<file path="config.mk">
export PLATFORM = sky130hd
export DESIGN_NAME = memory_bus_slave
export DESIGN_NICKNAME = d
export VERILOG_FILES = /design/src/rtl/memory_bus_slave.sv
export SDC_FILE = /design/constraint.sdc
export NUM_CORES = 2
export LEC_CHECK = 0
export ABC_AREA = 1
export ABC_CLOCK_PERIOD_IN_PS = 3020
export CAP_MARGIN = 15
export CORE_ASPECT_RATIO = 0.6
export CORE_MARGIN = 10
export CORE_UTILIZATION = 32
export DETAILED_ROUTE_END_ITERATION = 6
export DONT_BUFFER_PORTS = 1
export MAX_ROUTING_LAYER = met4
export SLEW_MARGIN = 20
export SYNTH_ARGS = -nofsm -noshare
export SYNTH_HDL_FRONTEND = slang
export SYNTH_SLANG_ARGS = --single-unit
</file>
<file path="constraint.sdc">
create_clock -name clk -period 3.02 [get_ports clk]
set_input_delay 0.453 -clock clk [delete_from_list [all_inputs] [get_ports clk]]
set_output_delay 0.453 -clock clk [all_outputs]
set_load 0.02 [all_outputs]
</file>
<file path="src/rtl/memory_bus_slave.sv">
// memory_bus_slave: as_n/wr_n/ack_n bus responder with wait states
// backed by an internal RAM; one request in flight at a time.
module memory_bus_slave #(
  parameter int ADDR_WIDTH  = 8,
  parameter int DATA_WIDTH  = 16,
  parameter int MEM_DEPTH   = 200,
  parameter int WAIT_STATES = 2
) (
  input  logic                  clk,
  input  logic                  reset_n,
  input  logic                  as_n,
  input  logic                  wr_n,
  input  logic [ADDR_WIDTH-1:0] addr,
  input  logic [DATA_WIDTH-1:0] wr_data,
  output logic                  ack_n,
  output logic [DATA_WIDTH-1:0] rd_data,
  output logic                  err_n,
  output logic                  busy
);

  localparam int IW =
    (MEM_DEPTH > 1) ? $clog2(MEM_DEPTH) : 1;
  localparam logic [3:0] WS = WAIT_STATES[3:0];
  localparam logic [ADDR_WIDTH:0] DEPTH =
    MEM_DEPTH[ADDR_WIDTH:0];

  if (WAIT_STATES < 0 || WAIT_STATES > 15) begin : g_ws_err
    $error("WAIT_STATES must be within 0..15");
  end

  if (MEM_DEPTH < 1 || MEM_DEPTH > (1 << ADDR_WIDTH))
  begin : g_depth_err
    $error("MEM_DEPTH must be within 1..2**ADDR_WIDTH");
  end

  typedef enum logic [1:0] {
    S_IDLE,
    S_WAIT,
    S_ACK
  } state_t;

  state_t r_state;
  state_t w_next;

  logic [3:0]            r_cnt;
  logic [ADDR_WIDTH-1:0] r_addr;
  logic                  r_wr_n;
  logic [DATA_WIDTH-1:0] r_wdata;
  logic                  r_ack_n;
  logic                  r_err_n;
  logic                  r_busy;
  logic [DATA_WIDTH-1:0] r_rd_data;

  logic [DATA_WIDTH-1:0] r_mem [0:MEM_DEPTH-1];

  logic          w_capture;
  logic          w_abort;
  logic          w_enter_ack;
  logic          w_release;
  logic          w_mapped;
  logic          w_ram_we;
  logic [IW-1:0] w_idx;

  // Only the captured address is ever decoded.
  assign w_mapped = ({1'b0, r_addr} < DEPTH);
  assign w_idx    = r_addr[IW-1:0];
  assign w_ram_we = w_enter_ack & w_mapped & ~r_wr_n;

  // State register.
  always_ff @(posedge clk or negedge reset_n) begin
    if (!reset_n) begin
      r_state <= S_IDLE;
    end else begin
      r_state <= w_next;
    end
  end

  // Next state and single-cycle event strobes.
  // A zero wait count still passes through WAIT for
  // one edge so capture-to-ack is WAIT_STATES+1.
  always_comb begin
    w_next      = r_state;
    w_capture   = 1'b0;
    w_abort     = 1'b0;
    w_enter_ack = 1'b0;
    w_release   = 1'b0;
    case (r_state)
      S_IDLE: begin
        if (!as_n) begin
          w_capture = 1'b1;
          w_next    = S_WAIT;
        end
      end
      S_WAIT: begin
        if (as_n) begin
          w_abort = 1'b1;
          w_next  = S_IDLE;
        end else if (r_cnt == 4'd0) begin
          w_enter_ack = 1'b1;
          w_next      = S_ACK;
        end
      end
      S_ACK: begin
        if (as_n) begin
          w_release = 1'b1;
          w_next    = S_IDLE;
        end
      end
      default: begin
        w_next = S_IDLE;
      end
    endcase
  end

  // Request capture; inputs are ignored while busy.
  always_ff @(posedge clk or negedge reset_n) begin
    if (!reset_n) begin
      r_addr  <= '0;
      r_wr_n  <= 1'b1;
      r_wdata <= '0;
    end else if (w_capture) begin
      r_addr  <= addr;
      r_wr_n  <= wr_n;
      r_wdata <= wr_data;
    end
  end

  // Wait-state down-counter.
  always_ff @(posedge clk or negedge reset_n) begin
    if (!reset_n) begin
      r_cnt <= 4'd0;
    end else if (w_capture) begin
      r_cnt <= WS;
    end else if (w_abort || w_release) begin
      r_cnt <= 4'd0;
    end else if (r_state == S_WAIT && r_cnt != 4'd0) begin
      r_cnt <= r_cnt - 4'd1;
    end
  end

  // Handshake and status outputs.
  always_ff @(posedge clk or negedge reset_n) begin
    if (!reset_n) begin
      r_ack_n <= 1'b1;
      r_err_n <= 1'b1;
      r_busy  <= 1'b0;
    end else begin
      if (w_capture) begin
        r_busy <= 1'b1;
      end
      if (w_abort) begin
        r_busy <= 1'b0;
      end
      if (w_enter_ack) begin
        r_ack_n <= 1'b0;
        r_err_n <= w_mapped;
      end
      if (w_release) begin
        r_ack_n <= 1'b1;
        r_err_n <= 1'b1;
        r_busy  <= 1'b0;
      end
    end
  end

  // Read data loads on ACK entry and holds afterwards.
  always_ff @(posedge clk or negedge reset_n) begin
    if (!reset_n) begin
      r_rd_data <= '0;
    end else if (w_enter_ack) begin
      if (!w_mapped) begin
        r_rd_data <= '0;
      end else if (r_wr_n) begin
        r_rd_data <= r_mem[w_idx];
      end
    end
  end

  // RAM write port; contents survive reset.
  always_ff @(posedge clk) begin
    if (w_ram_we) begin
      r_mem[w_idx] <= r_wdata;
    end
  end

  assign ack_n   = r_ack_n;
  assign err_n   = r_err_n;
  assign busy    = r_busy;
  assign rd_data = r_rd_data;

endmodule
</file>
==> results.toml <==
[run_status]
run_status = "complete, but fails checks"
violations = "negative setup slack"

[critical_path]
end_kind = "flip-flop"
crit_path_frequent_cell = "nand2_1"
worstPathArrival_ns = 3.85
path_buf_inv = 4
crit_type = "flip-flop to flip-flop"
crit_path_start_kind = "flip-flop"
cpMaxStageDelayCell = "dfrtp_4"
cpPeakStageDelay_ns = 0.59
cp_top_family = "simple AND/OR/NAND/NOR gates"
crit_fanout = 23
worstPathCellList = "inv_16 > buf_12 > buf_12 > buf_4 > nand2_1 > nand2_1 > nand2_1 > nand2_1 > nand2_1 > nand2_1 > o21ai_2 > nand2_2 > nor2_1 > nor2_2 > nor2_1 > nand2_1 > nand2_1 > nand2_1"
critical_path_required_ns = 3.80

[pwr]
switchingPower_mw = 63.3
switching_share_pct = 40.0
irDropWorstVdd_mv = 1.05
p_seq_share_pct = 37.3
p_comb_share_pct = 39.4
leakage_nw = 62.7
p_int_mw = 94.9
finalPower_mw = 158
p_clk_share_pct = 23.3
power.density_nw_per_um2 = 995

[placed_design]
numPortBuffers = 0
gp_congestion = 0.902
placed_cell_area_um2 = 148000
place_inst = 18300
hpwl_um = 257000

[final_layout]
drive_above_1_share_pct = 11.6
syn_to_final_growth_pct = 19.4
mostFrequentLayoutCells = "nand2_1, edfxtp_1, buf_4"
fillerInstances = 39800
fin_area_um2 = 159000
final_common_cell = "nand2_1"
final_nets = 13100
final_cells = 18800

[global_routing]
grt_max_degree = 126
grt_pass1_wl_um = 594000
antenna_found_initial = 16
grt_pass1_vias = 83900
gr-total-overflow = 0
grt.total_usage_pct = 18.4

[synth]
async_flop_share_pct = 1.54
syn_inst = 12400
syn-num-nets = 12500
yosysSeqAreaShare_pct = 73.1
synth_area_um2 = 133000
yosysWarnings = 0
synth.distinct_cells = 28
dominantRegCellSynth = "edfxtp_1"
synth.avg_cell_area_um2 = 10.7
synth-seq-cells = 3250
synth-edff-count = 3200

[clocking]
cts_buffers = 285
cts_root_buf = "clkbuf_16"
clk-insertion-delay-late_ns = 0.90
clkSlewWorstSetupHoldPaths_ns = 0.07
cts.sinks = 3250
clockBufferDepth = 4
cts_max_level = 5
cts_tree = "yes"

[floorplanning]
die_y_um = 520
rows = 183
io_pins = 47
die_w_um = 853
die_area_um2 = 443000
start_util_pct = 32.1
core_um2 = 414000

[routing]
postRouteAntennaNets = 0
drt-initial-drc-count = 13500
drc_errors = 0
vias = 92100
wl_um = 416000
dr.pass1.iters = 6
via_per_inst = 4.90
wl_per_cell_um = 22.1

[run]
cap_violations = 0

[min_path]
hold_class = "input port to asynchronous set/reset pin"

[timing]
tightest_slew_ns = 1.23
timing.slew.headroom_pct = 17.9
skew_ns = 0.0569
report.final.slew_viol_count = 0
layout_min_cycle_time_ns = 3.07
finalHoldViolCount = 0
final.period_utilization_pct = 102
whs_ns = 0.135
max_freq_mhz = 325
rsz0062_at_grt = "true"
setup_viol = 4
final.setup.worst_slack_ns = -0.0531
## registers in the layout, indices dropped and copies added (netlist names)
signal,count
r_mem,3200
r_wdata,16
rd_data,16
r_addr,8
r_cnt,4
r_state,2
ack_n,1
busy,1
err_n,1
r_wr_n,1
## synthesized netlist by cell type (5+ instances only)
| master | number | share of area (%) |
|---|---|---|
| buf_2 | 314 | 1.2 |
| edfxtp_1 | 3200 | 72 |
| a211oi_1 | 28 | 0.16 |
| nor2_1 | 473 | 1.3 |
| nor3_1 | 22 | 0.083 |
| clkbuf_1 | 243 | 0.68 |
| buf_4 | 5 | 0.028 |
| clkinv_1 | 7 | 0.020 |
| buf_1 | 69 | 0.19 |
| dfrtp_1 | 47 | 0.88 |
| mux2_2 | 18 | 0.15 |
| a22oi_1 | 8 | 0.045 |
| nand3_1 | 288 | 1.1 |
| o21ai_0 | 128 | 0.48 |
| a21oi_1 | 41 | 0.15 |
| o21ai_1 | 18 | 0.068 |
| nand2_1 | 7491 | 21 |
| inv_1 | 30 | 0.085 |
## logic make-up after synthesis
| group | synth area share [%] |
|---|---|
| simple gates | 23.6 |
| flops | 73.1 |
| buf+inv | 2.21 |
| compound gates | 0.923 |
| mux | 0.152 |
| fa+ha+maj | 0.0188 |
| xor+xnor | 0.00657 |
## cell type report
class	count	area [µm²]	share of cell area (%)
Clock buffer	361	7680	4.83
Tap cell	5550	6940	4.37
Timing Repair Buffer	942	11800	7.40
Clock inverter	130	1250	0.788
Sequential cell	3250	97400	61.2
Multi-Input combinational cell	8526	33800	21.2
Inverter	40	189	0.119
Antenna cell	5	12.5	0.00787
## worst paths after layout
kind | start | endpoint | slack, ns | cells after the start
max | r_addr[0] | rd_data[13] | -0.05 | 18
min | reset_n | r_wdata[7] | 0.14 | 2
max in group asynchronous | reset_n | r_addr[1] | 2.57 | 2
max reg2reg | r_addr[0] | rd_data[13] | -0.05 | 18
min reg2reg | r_cnt[0] | r_cnt[0] | 0.56 | 2
min in group clk | wr_data[12] | r_wdata[12] | 0.25 | 2
## power groups by stage
stage	registers, mW	clock network [mW]	logic (mW)
4_1_cts	58.9	37.2	59.0
3_3_place_gp	59.9	0	58.0
5_1_grt	59.0	39.0	66.8
2_1_floorplan	61.5	0	25.9
6_report	59.0	36.9	62.4
3_5_place_dp	59.9	0	58.1
## routing by layer
metal  share of wire [%]  vias to the layer above  global-route usage [%]
li1                    -                    42200                       -
met4                 1.9                        0                    3.41
met3                  13                      482                    5.24
met5                   0                        -                       -
met1                  46                    44700                    28.0
met2                  40                     4668                    24.0
## worst reg2reg max path, stage by stage (launching register included)
cell,delay (ns)
dfrtp_4,0.59
inv_16,0.12
buf_12,0.23
buf_12,0.19
buf_4,0.21
nand2_1,0.09
nand2_1,0.09
nand2_1,0.08
nand2_1,0.06
nand2_1,0.05
nand2_1,0.15
o21ai_2,0.26
nand2_2,0.17
nor2_1,0.27
nor2_2,0.10
nor2_1,0.12
nand2_1,0.07
nand2_1,0.06
nand2_1,0.06
## what timing repair did
action,CTS,global route
resized for setup,85,256
setup buffers,8,9
hold endpoints to repair,80,0
pin swaps,4,32
hold buffers,28,0
gates cloned,2,12
endpoints found under the setup margin,529,346
## through the flow
step	TNS [ns]	utilization [%]	worst slack [ns]
detailed placement	-8.37	35.8	-0.665
CTS	-0.130	38.1	-0.0617
global placement	-7.71	35.8	-0.764
floorplan	-0.827	-	-0.0517
global route	-0.589	38.4	-0.0877
finish	-0.0996	38.4	-0.0531
Power figures use the tool's default switching activity.
